===== src/rtl/ram_arb_pkg.sv =====
// Shared constants and helpers for the RAM port arbiter.
// RAM geometry and pointer sizing.
package ram_arb_pkg;

  localparam int RAM_ADDR_W = 5;
  localparam int RAM_DATA_W = 32;
  localparam int RAM_DEPTH  = 32;

  function automatic int ptr_w(input int n);
    return (n > 1) ? $clog2(n) : 1;
  endfunction

endpackage


===== src/rtl/rr_arbiter.sv =====
// Round-robin arbiter with one-hot grant.
// Pointer moves past the winner only when advance is high.
module rr_arbiter
  import ram_arb_pkg::*;
#(
  parameter int NUM_REQ = 2
) (
  input  logic               clk,
  input  logic               rst,
  input  logic [NUM_REQ-1:0] req,
  input  logic               advance,
  output logic [NUM_REQ-1:0] gnt,
  output logic               valid
);

  localparam int PTR_W = ptr_w(NUM_REQ);

  logic [PTR_W-1:0] ptr_q;
  logic [PTR_W-1:0] ptr_d;

  function automatic logic [PTR_W-1:0] wrap(input int v);
    return PTR_W'(v % NUM_REQ);
  endfunction

  // Scan from the pointer, wrapping; first active request wins.
  always_comb begin
    gnt   = '0;
    valid = 1'b0;
    ptr_d = ptr_q;
    for (int k = 0; k < NUM_REQ; k++) begin
      if (!valid && req[wrap(int'(ptr_q) + k)]) begin
        gnt[wrap(int'(ptr_q) + k)] = 1'b1;
        valid = 1'b1;
        ptr_d = wrap(int'(ptr_q) + k + 1);
      end
    end
  end

  // Pointer register; holds when nothing is granted.
  always_ff @(posedge clk or negedge rst) begin
    if (!rst) begin
      ptr_q <= '0;
    end else if (advance && valid) begin
      ptr_q <= ptr_d;
    end
  end

endmodule


===== src/rtl/ram_port_arbiter.sv =====
// Shares one 1R1W synchronous RAM between several kernels.
// Read and write ports arbitrate independently; RAW hazards stall the read.
module ram_port_arbiter
  import ram_arb_pkg::*;
#(
  parameter int NUM_REQ = 2,
  parameter int ADDR_W  = RAM_ADDR_W,
  parameter int DATA_W  = RAM_DATA_W,
  parameter int STALL_W = 16
) (
  input  logic                      clk,
  input  logic                      rst,
  input  logic [NUM_REQ-1:0]        req_ren,
  input  logic [NUM_REQ*ADDR_W-1:0] req_raddr,
  input  logic [NUM_REQ-1:0]        req_wen,
  input  logic [NUM_REQ*ADDR_W-1:0] req_waddr,
  input  logic [NUM_REQ*DATA_W-1:0] req_wdata,
  output logic [NUM_REQ-1:0]        rgnt,
  output logic [NUM_REQ-1:0]        wgnt,
  output logic [NUM_REQ-1:0]        rvalid,
  output logic [DATA_W-1:0]         rdata_out,
  output logic [ADDR_W-1:0]         ram_raddr,
  input  logic [DATA_W-1:0]         ram_rdata,
  output logic                      ram_wen,
  output logic [ADDR_W-1:0]         ram_waddr,
  output logic [DATA_W-1:0]         ram_wdata,
  output logic [STALL_W-1:0]        stall_cnt
);

  logic [NUM_REQ-1:0] r_gnt_raw;
  logic [NUM_REQ-1:0] w_gnt_raw;
  logic               r_valid;
  logic               w_valid;
  logic [ADDR_W-1:0]  r_addr;
  logic [ADDR_W-1:0]  w_addr;
  logic [DATA_W-1:0]  w_data;
  logic               hazard;
  logic [NUM_REQ-1:0] ret_q;
  logic [STALL_W-1:0] stall_q;

  rr_arbiter #(
    .NUM_REQ (NUM_REQ)
  ) u_rd_arb (
    .clk     (clk),
    .rst     (rst),
    .req     (req_ren),
    .advance (!hazard),
    .gnt     (r_gnt_raw),
    .valid   (r_valid)
  );

  rr_arbiter #(
    .NUM_REQ (NUM_REQ)
  ) u_wr_arb (
    .clk     (clk),
    .rst     (rst),
    .req     (req_wen),
    .advance (1'b1),
    .gnt     (w_gnt_raw),
    .valid   (w_valid)
  );

  // One-hot AND-OR muxes selecting the winners' slices.
  always_comb begin
    r_addr = '0;
    w_addr = '0;
    w_data = '0;
    for (int i = 0; i < NUM_REQ; i++) begin
      if (r_gnt_raw[i]) begin
        r_addr = r_addr | req_raddr[i*ADDR_W +: ADDR_W];
      end
      if (w_gnt_raw[i]) begin
        w_addr = w_addr | req_waddr[i*ADDR_W +: ADDR_W];
        w_data = w_data | req_wdata[i*DATA_W +: DATA_W];
      end
    end
  end

  // A read hitting the address being written this cycle waits a cycle.
  assign hazard = r_valid && w_valid && (r_addr == w_addr);

  assign rgnt      = (rst && !hazard) ? r_gnt_raw : '0;
  assign wgnt      = rst ? w_gnt_raw : '0;
  assign ram_wen   = rst && w_valid;
  assign ram_raddr = rst ? r_addr : '0;
  assign ram_waddr = rst ? w_addr : '0;
  assign ram_wdata = rst ? w_data : '0;
  assign rdata_out = ram_rdata;
  assign rvalid    = ret_q;
  assign stall_cnt = stall_q;

  // Return register tracks who owns the RAM data next cycle.
  always_ff @(posedge clk or negedge rst) begin
    if (!rst) begin
      ret_q <= '0;
    end else begin
      ret_q <= rgnt;
    end
  end

  // Saturating hazard-stall counter.
  always_ff @(posedge clk or negedge rst) begin
    if (!rst) begin
      stall_q <= '0;
    end else if (hazard && (stall_q != '1)) begin
      stall_q <= stall_q + STALL_W'(1);
    end
  end

endmodule


===== config.mk =====
export PLATFORM = sky130hd
export DESIGN_NAME = ram_port_arbiter
export DESIGN_NICKNAME = d
export VERILOG_FILES = /design/src/rtl/ram_arb_pkg.sv /design/src/rtl/rr_arbiter.sv /design/src/rtl/ram_port_arbiter.sv
export SDC_FILE = /design/constraint.sdc
export NUM_CORES = 1
export LEC_CHECK = 0
export BUFFER_PORTS_ARGS = -buffer_cell sky130_fd_sc_hd__buf_4
export CELL_PAD_IN_SITES_DETAIL_PLACEMENT = 2
export CELL_PAD_IN_SITES_GLOBAL_PLACEMENT = 2
export CORE_MARGIN = 3
export CORE_UTILIZATION = 17
export CTS_BUF_LIST = sky130_fd_sc_hd__clkbuf_4
export DETAILED_ROUTE_END_ITERATION = 7
export MAX_ROUTING_LAYER = met4
export PLACE_DENSITY_LB_ADDON = 0.1
export SYNTH_ARGS = -nofsm -noshare
export SYNTH_HDL_FRONTEND = slang
export SYNTH_SLANG_ARGS = --single-unit

===== constraint.sdc =====
create_clock -name clk -period 2.95 [get_ports clk]
set_input_delay 0.1475 -clock clk [delete_from_list [all_inputs] [get_ports clk]]
set_output_delay 0.1475 -clock clk [all_outputs]
set_load 0.02 [all_outputs]

==> impl_metrics.env <==
export IMPL_grt_start_max_net_pins=36
export IMPL_synth_fp_nets=312
export IMPL_num_vias=1965
export IMPL_synth_warnings=0
export IMPL_period_share_pct=89.16
export IMPL_slew_viol_final=0
export IMPL_critical_path_max_stage_delay_ns=0.45
export IMPL_synthDistinctLibCells=33
export IMPL_fmax_mhz=380.2
export IMPL_coreArea_um2=10040
export IMPL_drt_iter0_drc=65
export IMPL_period_needed_ns=2.630
export IMPL_grt_pass1_wl_um=12520
export IMPL_fin_setup_tns_ns=0
export IMPL_clk_pin_slew_worst_paths_ns=0.12
export IMPL_grt_overflow=0
export IMPL_finalWorstSetupSlack_ns=0.3198
export IMPL_synth_top_family_by_area="compound AO/OA/AOI/OAI gates"
export IMPL_hp_class="primary input to flop"
export IMPL_yosysSeqAreaShare_pct=27.86
export IMPL_holdPathStages=2
export IMPL_io_pins=219
export IMPL_syn_inst=189
export IMPL_required_ns=2.80
export IMPL_path_common_cell="buf_4"
export IMPL_cts_buffers_inserted=3
export IMPL_async_reset_ff_share_pct=100.0
export IMPL_antenna_found_initial=0
export IMPL_endpoint_kind="output pin"
export IMPL_postCtsSetupBuffers=0
export IMPL_finalWeightedCongestion=0.7369
export IMPL_cts_root_buf="clkbuf_4"
export IMPL_numPlacedInstances=434
export IMPL_tightest_slew_ns=0.6145
export IMPL_routed_wl_um=8649
export IMPL_worst_setup_path_start_kind="flop"
export IMPL_drive_above_1_share_pct=55.23
export IMPL_r2r_cells=6
export IMPL_io_buffer_count=154
export IMPL_insertion_delay_ns=0.32
export IMPL_crit_slowest_cell="dfrtp_1"
export IMPL_whs_ns=0.1285
export IMPL_drt_pass1_iterations=4
export IMPL_power_total_mw=1.088
export IMPL_cts_path_max_buffers=2
export IMPL_min_from="req_wen[1]"
export IMPL_setup_viol=0
export IMPL_synth_top_area_cell="dfrtp_1"
export IMPL_fp_dieW_um=108.8
export IMPL_synth_compound_area_share_pct=24.86
export IMPL_htreeDepth=1
export IMPL_p_leak_nw=1.440
export IMPL_synth_commonest_cells="buf_4 (33), a22o_1 (32), dfrtp_1 (20)"
export IMPL_critical_path_class="flop to output pin"
export IMPL_finClkSkew_ns=0.01515
export IMPL_cts_tree="done"
export IMPL_final_area_um2=2903
export IMPL_grt_use_total_pct=14.06
export IMPL_diodes=0
export IMPL_drc=0
export IMPL_r2r_setup_slack_ns=0.66
export IMPL_syn_area_per_cell_um2=9.506
export IMPL_synth_edff_count=0
export IMPL_vias_per_cell=4.476
export IMPL_holdBufCountCts=1
export IMPL_dieArea_um2=11840
export IMPL_synthSimpleGateAreaFrac_pct=19.22
export IMPL_synth_xor_area_share_pct=9.749
export IMPL_r2r_start="u_rd_arb.ptr_q"
export IMPL_fillerInstances=1123
export IMPL_synth_top_cells_by_area="dfrtp_1 (28%), a22o_1 (16%), buf_4 (14%)"
export IMPL_drv_cap=0
export IMPL_die_y_um=108.8
export IMPL_final_core_util_pct=28.90
export IMPL_nets=430
export IMPL_vdd_drop_max_mv=0.1996
export IMPL_pre_cts_ws_ns=0.6486
export IMPL_status="finished, final reports clean"
export IMPL_wire_per_inst_um=19.70
export IMPL_crit_arrival_ns=2.48
export IMPL_synthFlopType="dfrtp_1"
export IMPL_synthMuxAreaShare_pct=0.6267
export IMPL_grt_setup_unrepaired="no"
export IMPL_clkSinkCount=20
export IMPL_cts_resized=0
export IMPL_ys_ff_latch=20
export IMPL_grt_pass1_vias=2129
export IMPL_layoutNonFillerInstCount=439
export IMPL_worstSetupStartpoint="u_rd_arb.ptr_q"
export IMPL_cp_max_fo=18
export IMPL_yosysTopAreaCellShare_pct=27.86
export IMPL_rows=36
export IMPL_cp_cell_sequence="nand2b_2, a32oi_1, xor2_1, nor4_4, buf_4, nand2_1, and4_1, buf_4"
export IMPL_ant_nets=0
export IMPL_syn_area_um2=1797
export IMPL_syn2layout_area_growth_pct=61.56
export IMPL_slew_headroom_pct=58.72
export IMPL_placed_area_um2=2840
export IMPL_powerDensity_nw_per_um2=374.8
export IMPL_finalHoldViolations=0
export IMPL_start_util_pct=17.89
export IMPL_synth_fa_ha_area_share_pct=0.6964
export IMPL_yosysMostFrequentCell="buf_4"
-- placed cells by master (no fill, tap or decap), drive strengths merged, types with 5 or more instances in the layout --
cell type  netlist  final
xnor2           15     15
dfrtp           20     20
xor2             5      5
a32oi           10     10
nand3            5      5
buf             35    157
nand4           10     10
and3             9      9
nor2b            8      8
a22o            32     32
-- layout make-up --
class / instances / area, µm² / area share, %
Clock buffer: 3 / 22.52 / 0.7759
Clock inverter: 1 / 30.03 / 1.034
Inverter: 1 / 3.754 / 0.1293
Multi-Input combinational cell: 123 / 991.0 / 34.14
Sequential cell: 20 / 500.5 / 17.24
Tap cell: 133 / 166.4 / 5.733
Timing Repair Buffer: 158 / 1189 / 40.95
-- critical path, delay by kind of cell (launching register included) --
family	cells	cell delay, ns
AOI/OAI and AO/OA	1	0.29
buffers and inverters	2	0.42
and+or+nand+nor	4	0.85
xor gates and xnor gates	1	0.15
DFF	1	0.45
-- cells by family after synthesis --
logic type      Yosys count
fa+ha+maj                 1
xor+xnor                 20
compound gates           49
flops                    20
simple gates             52
mux                       1
buf+inv                  46
-- where the power goes --
group | internal [mW] | switching (mW) | leakage (nW)
combinational | 0.247 | 0.261 | 1.14
sequential | 0.301 | 0.0390 | 0.270
clock | 0.137 | 0.102 | 0.0279
total | 0.685 | 0.402 | 1.44
-- flip-flops by register name (all words and copies together) (netlist names) --
signal	cells
rvalid	2
stall_cnt	16
u_rd_arb.ptr_q	1
u_wr_arb.ptr_q	1
-- worst paths after layout --
path,end
setup reg to reg,stall_cnt[1]
max in group asynchronous,stall_cnt[0]
setup / recovery,rgnt[1]
min in group asynchronous,stall_cnt[12]
hold / removal,u_wr_arb.ptr_q
hold reg to reg,stall_cnt[12]
-- routing by layer --
metal / up-vias / GRT usage, % / share of wire [%]
li1: 912 / - / -
met1: 948 / 19.37 / 43
met2: 75 / 21.98 / 51
met3: 30 / 1.835 / 4.3
met4: 0 / 3.246 / 2.3
met5: - / - / 0
Power figures use the tool's default switching activity.
